`src/rtl/rf_writeback_arb.sv`:
```
// Write-back arbiter in front of the 32x32 register file: merges the in-order ALU
// stream and handshaked long-latency results, tracks outstanding registers, flags starvation.
module rf_writeback_arb #(
    parameter int ADSize       = 5,
    parameter int DASize       = 32,
    parameter int FIFO_DEPTH   = 2,
    parameter int STARVE_LIMIT = 4
) (
    input  logic                 clk,
    input  logic                 rst,
    input  logic                 alu_valid,
    input  logic [ADSize-1:0]    alu_rd,
    input  logic [DASize-1:0]    alu_data,
    input  logic                 ll_valid,
    output logic                 ll_ready,
    input  logic [ADSize-1:0]    ll_rd,
    input  logic [DASize-1:0]    ll_data,
    input  logic                 iss_valid,
    input  logic [ADSize-1:0]    iss_rd,
    output logic [2**ADSize-1:0] busy,
    output logic                 stall_req,
    output logic                 err_waw,
    output logic                 rf_write,
    output logic                 rf_enable,
    output logic [ADSize-1:0]    rf_addr,
    output logic [DASize-1:0]    rf_din
);

    localparam int NREG = 2**ADSize;
    localparam int PW   = (FIFO_DEPTH > 1) ? $clog2(FIFO_DEPTH) : 1;
    localparam int CW   = $clog2(FIFO_DEPTH + 1);
    localparam int SW   = $clog2(STARVE_LIMIT + 1);
    localparam logic [CW-1:0] FULL_CNT = CW'(FIFO_DEPTH);
    localparam logic [SW-1:0] STARVE_MAX = SW'(STARVE_LIMIT);

    logic [ADSize-1:0] fifo_rd_q   [FIFO_DEPTH];
    logic [DASize-1:0] fifo_data_q [FIFO_DEPTH];
    logic [PW-1:0]     wr_ptr_q, wr_ptr_d, rd_ptr_q, rd_ptr_d;
    logic [CW-1:0]     count_q, count_d;
    logic [SW-1:0]     starve_q, starve_d;
    logic              stall_q, stall_d;
    logic              ready_en_q;
    logic [NREG-1:0]   busy_q, busy_d;
    logic              err_q, err_d;
    logic              rf_write_q, rf_write_d;
    logic [ADSize-1:0] rf_addr_q, rf_addr_d;
    logic [DASize-1:0] rf_din_q, rf_din_d;

    logic              empty, full, hs, push, pop;
    logic              sel_fifo, sel_byp, sel_ll, sel_any;
    logic [ADSize-1:0] sel_rd;
    logic [DASize-1:0] sel_data;

    always_comb begin
        empty    = (count_q == '0);
        full     = (count_q == FULL_CNT);
        // ready_en_q keeps ll_ready low while in reset and for the release cycle
        ll_ready = ready_en_q & ~full;
        hs       = ll_valid & ll_ready;

        sel_fifo = ~alu_valid & ~empty;
        sel_byp  = ~alu_valid & empty & hs;
        sel_ll   = sel_fifo | sel_byp;
        sel_any  = alu_valid | sel_ll;
        push     = hs & ~sel_byp;
        pop      = sel_fifo;

        if (alu_valid) begin
            sel_rd   = alu_rd;
            sel_data = alu_data;
        end else if (sel_fifo) begin
            sel_rd   = fifo_rd_q[rd_ptr_q];
            sel_data = fifo_data_q[rd_ptr_q];
        end else begin
            sel_rd   = ll_rd;
            sel_data = ll_data;
        end

        count_d  = count_q + CW'(push) - CW'(pop);
        wr_ptr_d = wr_ptr_q + PW'(push);
        rd_ptr_d = rd_ptr_q + PW'(pop);

        // Counter saturates at the limit; stall is sticky until the FIFO drains
        if (empty)
            starve_d = '0;
        else if (alu_valid && (starve_q < STARVE_MAX))
            starve_d = starve_q + SW'(1);
        else
            starve_d = starve_q;
        stall_d = empty ? 1'b0 : (stall_q | (starve_d >= STARVE_MAX));

        // Clear first, then set, so a same-cycle issue keeps the register busy
        busy_d = busy_q;
        if (sel_ll && (sel_rd != '0))
            busy_d[sel_rd] = 1'b0;
        if (iss_valid && (iss_rd != '0))
            busy_d[iss_rd] = 1'b1;
        err_d = err_q | (iss_valid & busy_q[iss_rd]);

        rf_write_d = sel_any & (sel_rd != '0);
        rf_addr_d  = rf_write_d ? sel_rd : '0;
        rf_din_d   = rf_write_d ? sel_data : '0;
    end

    always_ff @(posedge clk or negedge rst) begin
        if (!rst) begin
            wr_ptr_q   <= '0;
            rd_ptr_q   <= '0;
            count_q    <= '0;
            starve_q   <= '0;
            stall_q    <= 1'b0;
            ready_en_q <= 1'b0;
            busy_q     <= '0;
            err_q      <= 1'b0;
            rf_write_q <= 1'b0;
            rf_addr_q  <= '0;
            rf_din_q   <= '0;
        end else begin
            wr_ptr_q   <= wr_ptr_d;
            rd_ptr_q   <= rd_ptr_d;
            count_q    <= count_d;
            starve_q   <= starve_d;
            stall_q    <= stall_d;
            ready_en_q <= 1'b1;
            busy_q     <= busy_d;
            err_q      <= err_d;
            rf_write_q <= rf_write_d;
            rf_addr_q  <= rf_addr_d;
            rf_din_q   <= rf_din_d;
        end
    end

    // Storage needs no reset: the pointers and count define what is valid
    always_ff @(posedge clk) begin
        if (push) begin
            fifo_rd_q[wr_ptr_q]   <= ll_rd;
            fifo_data_q[wr_ptr_q] <= ll_data;
        end
    end

    assign busy      = busy_q;
    assign stall_req = stall_q;
    assign err_waw   = err_q;
    assign rf_write  = rf_write_q;
    assign rf_enable = rf_write_q;
    assign rf_addr   = rf_addr_q;
    assign rf_din    = rf_din_q;

endmodule

```
`config.mk`:
```
export PLATFORM = sky130hd
export DESIGN_NAME = rf_writeback_arb
export DESIGN_NICKNAME = d
export VERILOG_FILES = /design/src/rtl/rf_writeback_arb.sv
export SDC_FILE = /design/constraint.sdc
export NUM_CORES = 1
export LEC_CHECK = 0
export BUFFER_PORTS_ARGS = -buffer_cell sky130_fd_sc_hd__buf_2
export CAP_MARGIN = 10
export CELL_PAD_IN_SITES_DETAIL_PLACEMENT = 1
export CELL_PAD_IN_SITES_GLOBAL_PLACEMENT = 1
export CORE_ASPECT_RATIO = 0.6
export CORE_MARGIN = 8
export CORE_UTILIZATION = 45
export DETAILED_ROUTE_END_ITERATION = 16
export GPL_TIMING_DRIVEN = 0
export PLACE_DENSITY = 0.91
export SKIP_LAST_GASP = 1
export SYNTH_ARGS = -nofsm -noshare
export SYNTH_HDL_FRONTEND = slang
export SYNTH_SLANG_ARGS = --single-unit
```
`constraint.sdc`:
```
create_clock -name clk -period 6.7 [get_ports clk]
set_input_delay 1.005 -clock clk [delete_from_list [all_inputs] [get_ports clk]]
set_output_delay 1.005 -clock clk [all_outputs]
set_load 0.1 [all_outputs]
```
==> results by group <==
Setup path
  – FF-to-FF End: rf_din[22]
  – CP Capture Type: primary output
  – Crit-path max FO: 10
  – R2r setup slk: 4030 ps
  – CP Class: reg2out
  – Worst EP required: 5690 ps
  – Crit path DAT: 1800 ps
  – Worst Reg-to-Reg Cells: 7
  – Worst r2r src: count_q[1]
  – Crit start category: flop

Clocking
  – Root Driver: clkbuf_16
  – Clock buffer depth: 2
  – Hold Buf Count CTS: 0
  – Setup Buffers After CTS: 0
  – Worst-path clk slew: 70 ps
  – CTS buffer count: 17
  – CTS resizes: 0
  – CTS tree: yes
  – CTS Sinks: 154
  – H-Tree Depth: 4
  – Clock Latency Late Sink: 420 ps

Synthesis
  – Asr flop ratio synth: 51.9%
  – Ys Warns: 0
  – Most used DFF post-synth: dfrtp_1
  – Cell taking the most area after synthesis: edfxtp_1
  – Post-synthesis mux area share: 8.20%
  – Syn avg cell area: 12.6 sq um
  – Main area contributors after synthesis: edfxtp_1, dfrtp_1, mux2i_1
  – Post-Synth Adder-Cell Area: 0.949%
  – Xor/xnor cell area share of the yosys netlist: 0.531%
  – EDFF count, synth: 74
  – Synth top area share: 33.7%
  – Synth Area in Simple Gates: 8.07%
  – Cells after synthesis: 525
  – Yosys reg bits: 154
  – Syn_nets: 614
  – Yosys cell types: 40
  – Sequential area share after synthesis: 64.1%
  – Compound-Gate Fraction of Synth Area: 15.4%
  – Post-Syn Area: 0.00659 sq mm
  – Main combinational cell family by area after synthesis: compound AO/OA/AOI/OAI gates

Global routing
  – Pin count of the biggest net entering global routing: 42
  – GRT Total Usage: 23.5%
  – Grt ovf: 0
  – Initial antenna violation count: 1
  – First-pass GRT wire length: 33500 microns
  – Vias in the first global route: 5844

Die
  – Die W: 172 microns
  – Starting Density: 45.7%
  – Die ar.: 0.0189 sq mm
  – Area of the core: 0.0144 sq mm
  – Die H: 110 microns
  – Top-level I/O count: 158
  – Cell row count: 34

Placement
  – Pre-CTS WS: 3540 ps
  – Input/output buffers: 155
  – DP HPWL: 15600 microns
  – GP Congestion: 0.890

Job
  – MaxCap Viol Count: 0

STA
  – Slew Limit Headroom: 55.8%
  – TNS Setup: 0 ps
  – Minimum clock period: 2810 ps
  – Final Cycle Share: 41.9%
  – Final hold violation count: 0
  – Fin. max-slew vios: 0
  – Worst Skew: 12.9 ps
  – RSZ-0062 raised after global routing: false
  – Hold_ws: 520 ps
  – Endpoints failing setup: 0
  – Final WS setup: 3890 ps
  – Slew @ Worst Pin: 659 ps
  – Fmax: 0.356 GHz

Route
  – DRT iter0 DRCs: 354
  – Wire per inst: 23.9 microns
  – DRC viols: 0
  – First-pass DRT Iterations: 5
  – Via count: 5285
  – Antenna viol nets, final: 0
  – Post-Route WL: 21800 microns
  – Drt via density: 5.79

Final layout
  – Layout area overhead: 25.8%
  – Net count, final: 791
  – Filler Cell Count: 1552
  – Layout cells sized above 1: 29.5%
  – Final Util: 57.5%
  – Ant diodes: 0
  – Most frequent cells in the layout: buf_2, dfrtp_1, edfxtp_1
  – Most common cell after layout, fill and taps aside: buf_2

Run status
  – Run status: complete, no violations

Hold path
  – Worst Hold Endpoint: err_waw
  – HP Start: err_waw
  – Hold Path Class: reg2reg
  – Worst hold stages: 1
==> how the worst max path moves through the flow <==
stage,from,endpoint,slack (ps),cells after the start
final,count_q[1],ll_ready,3890,3
after global routing,alu_valid,rf_din[22],3750,7
after CTS,count_q[1],ll_ready,3910,3
after detailed placement,alu_valid,rf_din[27],3540,7
after global placement,alu_valid,fifo_data_q[1][10],2810,6
after floorplan,count_q[1],ll_ready,2950,2
==> synthesized netlist by cell type (2+ instances only) <==
library cell,instances
a211oi_1,33
xnor2_1,3
o22ai_1,8
nor3_1,2
inv_1,9
nor2b_1,4
ha_1,5
a221o_1,4
clkbuf_1,16
mux2i_1,54
o21ai_1,16
nand2_1,38
edfxtp_1,74
nand3b_1,7
dfrtp_1,80
or4_1,3
buf_2,13
nor2_1,44
buf_1,2
buf_4,2
a211o_1,32
or3_1,3
a21oi_1,4
or3b_1,3
nor4_1,3
nand3_1,2
o21ai_0,46
nand2b_1,3
==> sequential cells by signal (all words and copies together), names as in the netlist <==
name         count
fifo_data_q     64
busy            32
rf_din          32
fifo_rd_q       10
rf_addr          5
starve_q         3
count_q          2
err_waw          1
rd_ptr_q         1
ready_en_q       1
rf_enable        1
stall_req        1
wr_ptr_q         1
==> cell type report <==
| class | count | area, sq um | share of cell area [%] |
|---|---|---|---|
| flip-flops and latches | 154 | 4220 | 50.9 |
| multi-input cells | 329 | 2190 | 26.4 |
| repair buffers | 158 | 838 | 10.1 |
| clock buffers | 18 | 429 | 5.17 |
| well taps | 198 | 248 | 2.99 |
| clock inverters | 14 | 183 | 2.20 |
| plain buffers | 33 | 148 | 1.78 |
| inverters | 9 | 33.8 | 0.407 |
==> per-stage QoR <==
step / std cells / instance area (sq um)
after floorplan: 525 / 6590
after global placement: 878 / 7620
after detailed placement: 881 / 7680
after CTS: 913 / 8300
after global routing: 913 / 8300
final: 913 / 8300
==> critical path, cell delays in order (launching register included) <==
cell	delay [ps]
dfrtp_1	390
clkbuf_1	250
a21boi_0	260
buf_2	470
==> layer usage <==
layer | vias up | part of all wire (%) | track usage [%]
met2 | 209 | 49 | 39.8
met5 | - | 0.050 | 0
li1 | 2317 | - | -
met1 | 2720 | 42 | 29.4
met4 | 2 | 2.0 | 9.55
met3 | 37 | 6.2 | 5.02
==> cells by family (layout without fill, tap and decap cells) <==
family / count (synthesis) / in the layout
adders and majority gates: 5 / 5
buffers and inverters: 42 / 232
AOI/OAI and AO/OA: 150 / 150
muxes: 54 / 54
DFF: 154 / 154
and+or+nand+nor: 115 / 115
xor gates and xnor gates: 4 / 4
other: 1 / 1
Power is not shown: default switching activity piles up to over one toggle a cycle in this logic, so the estimate is an artifact.
